## src/rtl/enybul_app_pkg.sv

```systemverilog
// Shared definitions for the enemy-bullet controller and the grid movers:
// direction encodings, playfield limits and the bullet FSM state type.
package enybul_app_pkg;

  localparam int unsigned CELL_W = 5;

  localparam logic [1:0] DIR_UP    = 2'b00;
  localparam logic [1:0] DIR_DOWN  = 2'b01;
  localparam logic [1:0] DIR_LEFT  = 2'b10;
  localparam logic [1:0] DIR_RIGHT = 2'b11;

  localparam int unsigned GRID_X_MAX = 16;
  localparam int unsigned GRID_Y_MAX = 20;

  typedef enum logic {
    IDLE,
    FLY
  } state_e;

endpackage

```

## src/rtl/enybul_app_grid_step.sv

```systemverilog
// One-cell step on the playfield grid: next cell plus an out-of-bounds flag.
// Never wraps; when the step would leave the grid the cell is returned unchanged.
module grid_step
  import enybul_app_pkg::*;
(
  input  logic [CELL_W-1:0] x_i,
  input  logic [CELL_W-1:0] y_i,
  input  logic [1:0]        dir_i,
  input  logic [CELL_W-1:0] x_max_i,
  input  logic [CELL_W-1:0] y_max_i,
  output logic [CELL_W-1:0] x_o,
  output logic [CELL_W-1:0] y_o,
  output logic              oob_o
);

  always_comb begin
    x_o   = x_i;
    y_o   = y_i;
    oob_o = 1'b0;
    case (dir_i)
      DIR_UP:    if (y_i == '0)      oob_o = 1'b1; else y_o = y_i - 1'b1;
      DIR_DOWN:  if (y_i == y_max_i) oob_o = 1'b1; else y_o = y_i + 1'b1;
      DIR_LEFT:  if (x_i == '0)      oob_o = 1'b1; else x_o = x_i - 1'b1;
      default:   if (x_i == x_max_i) oob_o = 1'b1; else x_o = x_i + 1'b1;
    endcase
  end

endmodule

```

## src/rtl/enybul_app.sv

```systemverilog
// Enemy-bullet controller: launches one bullet from the enemy tank, steps it
// per movement tick, retires it at the edge or on the player tank.
// Optional bullet/bullet annihilation is enabled by defining ENYBUL_CANCEL_EN.
module enybul_app
  import enybul_app_pkg::*;
#(
  parameter int unsigned X_MAX = GRID_X_MAX,
  parameter int unsigned Y_MAX = GRID_Y_MAX
) (
  input  logic              clk,
  input  logic              rst_n,
  input  logic              step_tick,
  input  logic              fire_req,
  input  logic              tank_alive,
  input  logic [CELL_W-1:0] tank_xpos,
  input  logic [CELL_W-1:0] tank_ypos,
  input  logic [1:0]        tank_dir,
  input  logic [CELL_W-1:0] mytank_xpos,
  input  logic [CELL_W-1:0] mytank_ypos,
  input  logic              mybul_valid,
  input  logic [CELL_W-1:0] mybul_x,
  input  logic [CELL_W-1:0] mybul_y,
  output logic              enybul_state_feedback,
  output logic [CELL_W-1:0] enybul_x,
  output logic [CELL_W-1:0] enybul_y,
  output logic [1:0]        enybul_dir,
  output logic              hit_mytank,
  output logic              bul_cancel
);

  localparam logic [CELL_W-1:0] XLIM = CELL_W'(X_MAX);
  localparam logic [CELL_W-1:0] YLIM = CELL_W'(Y_MAX);

  state_e            state_q;
  logic              fb_q, hit_q, cancel_q;
  logic [CELL_W-1:0] x_q, y_q;
  logic [1:0]        dir_q;

  logic [CELL_W-1:0] step_x_d, step_y_d;
  logic              step_oob_d;
  logic              at_player, cancel_hit;

  grid_step u_step (
    .x_i     (x_q),
    .y_i     (y_q),
    .dir_i   (dir_q),
    .x_max_i (XLIM),
    .y_max_i (YLIM),
    .x_o     (step_x_d),
    .y_o     (step_y_d),
    .oob_o   (step_oob_d)
  );

  assign at_player = (x_q == mytank_xpos) && (y_q == mytank_ypos);

`ifdef ENYBUL_CANCEL_EN
  assign cancel_hit = mybul_valid && (x_q == mybul_x) && (y_q == mybul_y);
`else
  logic unused_mybul;
  assign unused_mybul = ^{mybul_valid, mybul_x, mybul_y};
  assign cancel_hit   = 1'b0;
`endif

  // Priority in flight: player hit, then annihilation, then tick-driven move/exit.
  always_ff @(posedge clk or negedge rst_n) begin
    if (!rst_n) begin
      state_q  <= IDLE;
      fb_q     <= 1'b0;
      hit_q    <= 1'b0;
      cancel_q <= 1'b0;
      x_q      <= '0;
      y_q      <= '0;
      dir_q    <= DIR_UP;
    end else begin
      hit_q    <= 1'b0;
      cancel_q <= 1'b0;
      case (state_q)
        IDLE: begin
          if (fire_req && tank_alive) begin
            x_q     <= tank_xpos;
            y_q     <= tank_ypos;
            dir_q   <= tank_dir;
            fb_q    <= 1'b1;
            state_q <= FLY;
          end
        end
        default: begin
          if (at_player) begin
            hit_q   <= 1'b1;
            fb_q    <= 1'b0;
            state_q <= IDLE;
          end else if (cancel_hit) begin
            cancel_q <= 1'b1;
            fb_q     <= 1'b0;
            state_q  <= IDLE;
          end else if (step_tick) begin
            if (step_oob_d) begin
              fb_q    <= 1'b0;
              state_q <= IDLE;
            end else begin
              x_q <= step_x_d;
              y_q <= step_y_d;
            end
          end
        end
      endcase
    end
  end

  assign enybul_state_feedback = fb_q;
  assign enybul_x              = x_q;
  assign enybul_y              = y_q;
  assign enybul_dir            = dir_q;
  assign hit_mytank            = hit_q;
  assign bul_cancel            = cancel_q;

endmodule

```

## config.mk

```make
export PLATFORM = sky130hd
export DESIGN_NAME = enybul_app
export DESIGN_NICKNAME = d
export VERILOG_FILES = /design/src/rtl/enybul_app_pkg.sv /design/src/rtl/enybul_app_grid_step.sv /design/src/rtl/enybul_app.sv
export SDC_FILE = /design/constraint.sdc
export NUM_CORES = 1
export LEC_CHECK = 0
export BUFFER_PORTS_ARGS = -buffer_cell sky130_fd_sc_hd__buf_2
export CORE_ASPECT_RATIO = 1.25
export CORE_MARGIN = 1
export CORE_UTILIZATION = 32
export CTS_BUF_LIST = sky130_fd_sc_hd__clkbuf_8
export CTS_CLUSTER_SIZE = 30
export DETAILED_ROUTE_END_ITERATION = 8
export SETUP_SLACK_MARGIN = 0.02
export SLEW_MARGIN = 25
export SYNTH_ARGS = -nofsm -noshare
export SYNTH_HDL_FRONTEND = slang
export SYNTH_HIERARCHICAL = 1
export SYNTH_SLANG_ARGS = --single-unit
```

## constraint.sdc

```tcl
create_clock -name clk -period 2.25 [get_ports clk]
set_clock_uncertainty 0.2 [all_clocks]
set_input_delay 0.45 -clock clk [delete_from_list [all_inputs] [get_ports clk]]
set_output_delay 0.45 -clock clk [all_outputs]
set_load 0.02 [all_outputs]
```

==> results.cfg <==
[synth]
syn-cell-area_sq_um = 1530
yosysSeqAreaShare_pct = 24.5
synth.distinct_cells = 45
yosys_warnings = 6
synth_flop_cell = dfrtp_1
synth_edf_count = 0
async_flop_share_pct = 100
avgSynthCellArea_sq_um = 7.78
syn_inst = 197
yosys_register_bits = 15

[finish]
drive_gt1_share_pct = 45.1
layout_commonest_cell = buf_2
antenna_cells = 0
area_growth_syn_to_layout_pct = 51.5
final_cell_mix = 40 x buf_2, 34 x buf_4, 23 x nor3_1
final_cells = 331
fin_nets = 316
fin_util_pct = 51.7

[global_routing]
grt_max_degree = 24
antenna_found_initial = 0
gr-total-overflow = 0
grt_pass1_wl_mm = 8.04
grt_pass1_vias = 1662
grtUsageTotal_pct = 20.3

[sta]
hold_viol_final = 0
fin_crit_ns = 2.38
fin_ws_ns = -0.126
rsz0062_at_grt = yes
period_share_pct = 106
maxSlewViolCount = 0
max_freq_mhz = 421
maxSlewHeadroom_pct = 54.7
tightestPinTransition_ns = 0.678
setup_viol = 10

[power_and_ir_drop]
irDropWorstVdd_v = 0.000886
p_per_area_nw_per_um2 = 1320
p_leak_nw = 0.991

[floorplanning]
rows = 27
fp.dieW_um = 63.9
start_util_pct = 34.1
dieArea_sq_um = 5070
ios = 53
fp.dieH_um = 79.4
core_sq_um = 4490

[min_path]
hold_class = in2reg

[setup_path]
crit_slowest_cell = dfrtp_2
cp_max_fo = 5
start_kind = flip-flop
cp.required_ns = 2.18
criticalPathCategory = reg2reg
crit_chain = inv_4 -> ha_4 -> nor4b_4 -> and2_4 -> a211oi_2 -> a311oi_2 -> nand3b_1 -> buf_4 -> nand2_4 -> o22ai_1 -> nor3_1
arrival_ns = 2.31
cp-end-kind = flip-flop
slowest_delay_ns = 0.43

[clock_network]
clk_path_buf_depth = 2
cts-root-buf = clkbuf_8
clk_pin_slew_ns = 0.06
cts_buffers = 3
h-tree-depth = 1
clock_sinks = 15
tritoncts = yes
clock_latency_ns = 0.25

[place]
port_buffers = 40
post-place-ws_ns = -0.0254
hpwl_mm = 3.45
place_inst = 321
place.gp.congestion = 0.802

[drt]
ant_nets = 0
drt_iter0_drc = 58
wl_per_cell_um = 14.8
vias = 1707
drt_wl_total_mm = 4.89
firstDrtPassIters = 4
via_per_inst = 5.16
drc_errors = 0

[outcome]
run_status = complete, but fails checks
violations = negative setup slack

[flow_run]
maxCapViolations = 0
## worst max-delay path: cells and delay by family, from the launching register on
| family | cells | cell delay [ns] |
|---|---|---|
| DFF | 1 | 0.43 |
| adders and majority gates | 1 | 0.13 |
| AOI/OAI and AO/OA | 3 | 0.49 |
| and+or+nand+nor | 5 | 0.76 |
| buffers and inverters | 2 | 0.23 |
## stage by stage
stage          hold slack [ns]  setup TNS, ns  area, sq um  power, mW
2_1_floorplan          -0.0456              0         1690       1.93
3_3_place_gp             0.190         -0.207         2120       2.59
3_5_place_dp             0.188        -0.0826         2120       2.61
4_1_cts                  0.234        -0.0144         2210       2.89
5_1_grt                  0.241          -1.80         2320       3.30
6_report                 0.236         -0.938         2320       3.05
## cell families after synthesis
logic type,after synthesis,synth area share (%)
AOI/OAI and AO/OA,40,16.8
DFF,15,24.5
other,2,0.490
muxes,7,4.73
and+or+nand+nor,82,29.2
buffers and inverters,24,7.35
xor gates and xnor gates,23,13.6
adders and majority gates,4,3.27
## path summary, 6_finish.rpt
check / from / end / slack [ns] / cells after the start
setup / recovery: enybul_y[0] / enybul_x[2] / -0.13 / 11
hold / removal: tank_dir[1] / enybul_dir[1] / 0.24 / 2
setup reg to reg: enybul_y[0] / enybul_x[2] / -0.13 / 11
hold reg to reg: enybul_state_feedback / enybul_state_feedback / 0.32 / 2
max in group asynchronous: rst_n / enybul_y[0] / 1.10 / 2
min in group asynchronous: rst_n / enybul_x[3] / 0.45 / 2
## power breakdown
group / switching [mW] / leakage, nW / total (mW) / internal [mW]
Combinational: 1.27 / 0.804 / 2.28 / 1.02
Clock: 0.104 / 0.0269 / 0.225 / 0.121
Sequential: 0.155 / 0.160 / 0.547 / 0.391
## repair_timing
action                                 4_1_cts  5_1_grt
endpoints found under the hold margin       15        0
cloned                                       0        2
setup endpoints to repair                   10       10
hold buffers                                 1        0
pin swaps                                    1       12
resized for setup                            7       16
setup buffers                                0        3
## Yosys cell counts (all sizes together), types with 2 or more instances
library cell  number  area share, %
a21oi              8            2.6
buf                5            2.6
clkbuf            10            2.5
conb               2           0.49
dfrtp             15             24
ha                 4            3.3
inv                9            2.2
mux2               2            1.5
mux2i              5            3.3
nand2             12            2.9
nand2b             2           0.82
nand3              8            2.6
nand4              2           0.82
nor2              10            2.4
nor2b              3            1.2
nor3              25            8.2
nor4               2           0.82
nor4b             11            6.3
o21ai              8            2.6
o22ai             11            4.5
or4                2           0.98
xnor2             14            8.5
xor2               9            5.1
## flip-flops by register name, indices dropped and copies added, names as in the netlist
name,count
enybul_dir,2
state_q,1
hit_mytank,1
enybul_x,5
enybul_state_feedback,1
enybul_y,5
## final cells by class
| cell class | instances | area (sq um) |
|---|---|---|
| Sequential cell | 15 | 383 |
| Fill cell | 441 | 2170 |
| Inverter | 9 | 36.3 |
| Tap cell | 58 | 72.6 |
| Multi-Input combinational cell | 168 | 1300 |
| Clock buffer | 3 | 41.3 |
| Clock inverter | 1 | 3.75 |
| Timing Repair Buffer | 77 | 488 |
## layer usage
layer  wire (um)  vias to the layer above  track usage, %  share of wire, %
met3         138                        5            1.29               2.8
li1            -                      868               -                 -
met1        2250                      794            27.8                46
met2        2450                       40            33.6                50
met4          56                        0            6.59               1.1
met5           0                        -               0                 0
(Power assumes the default switching activity.)
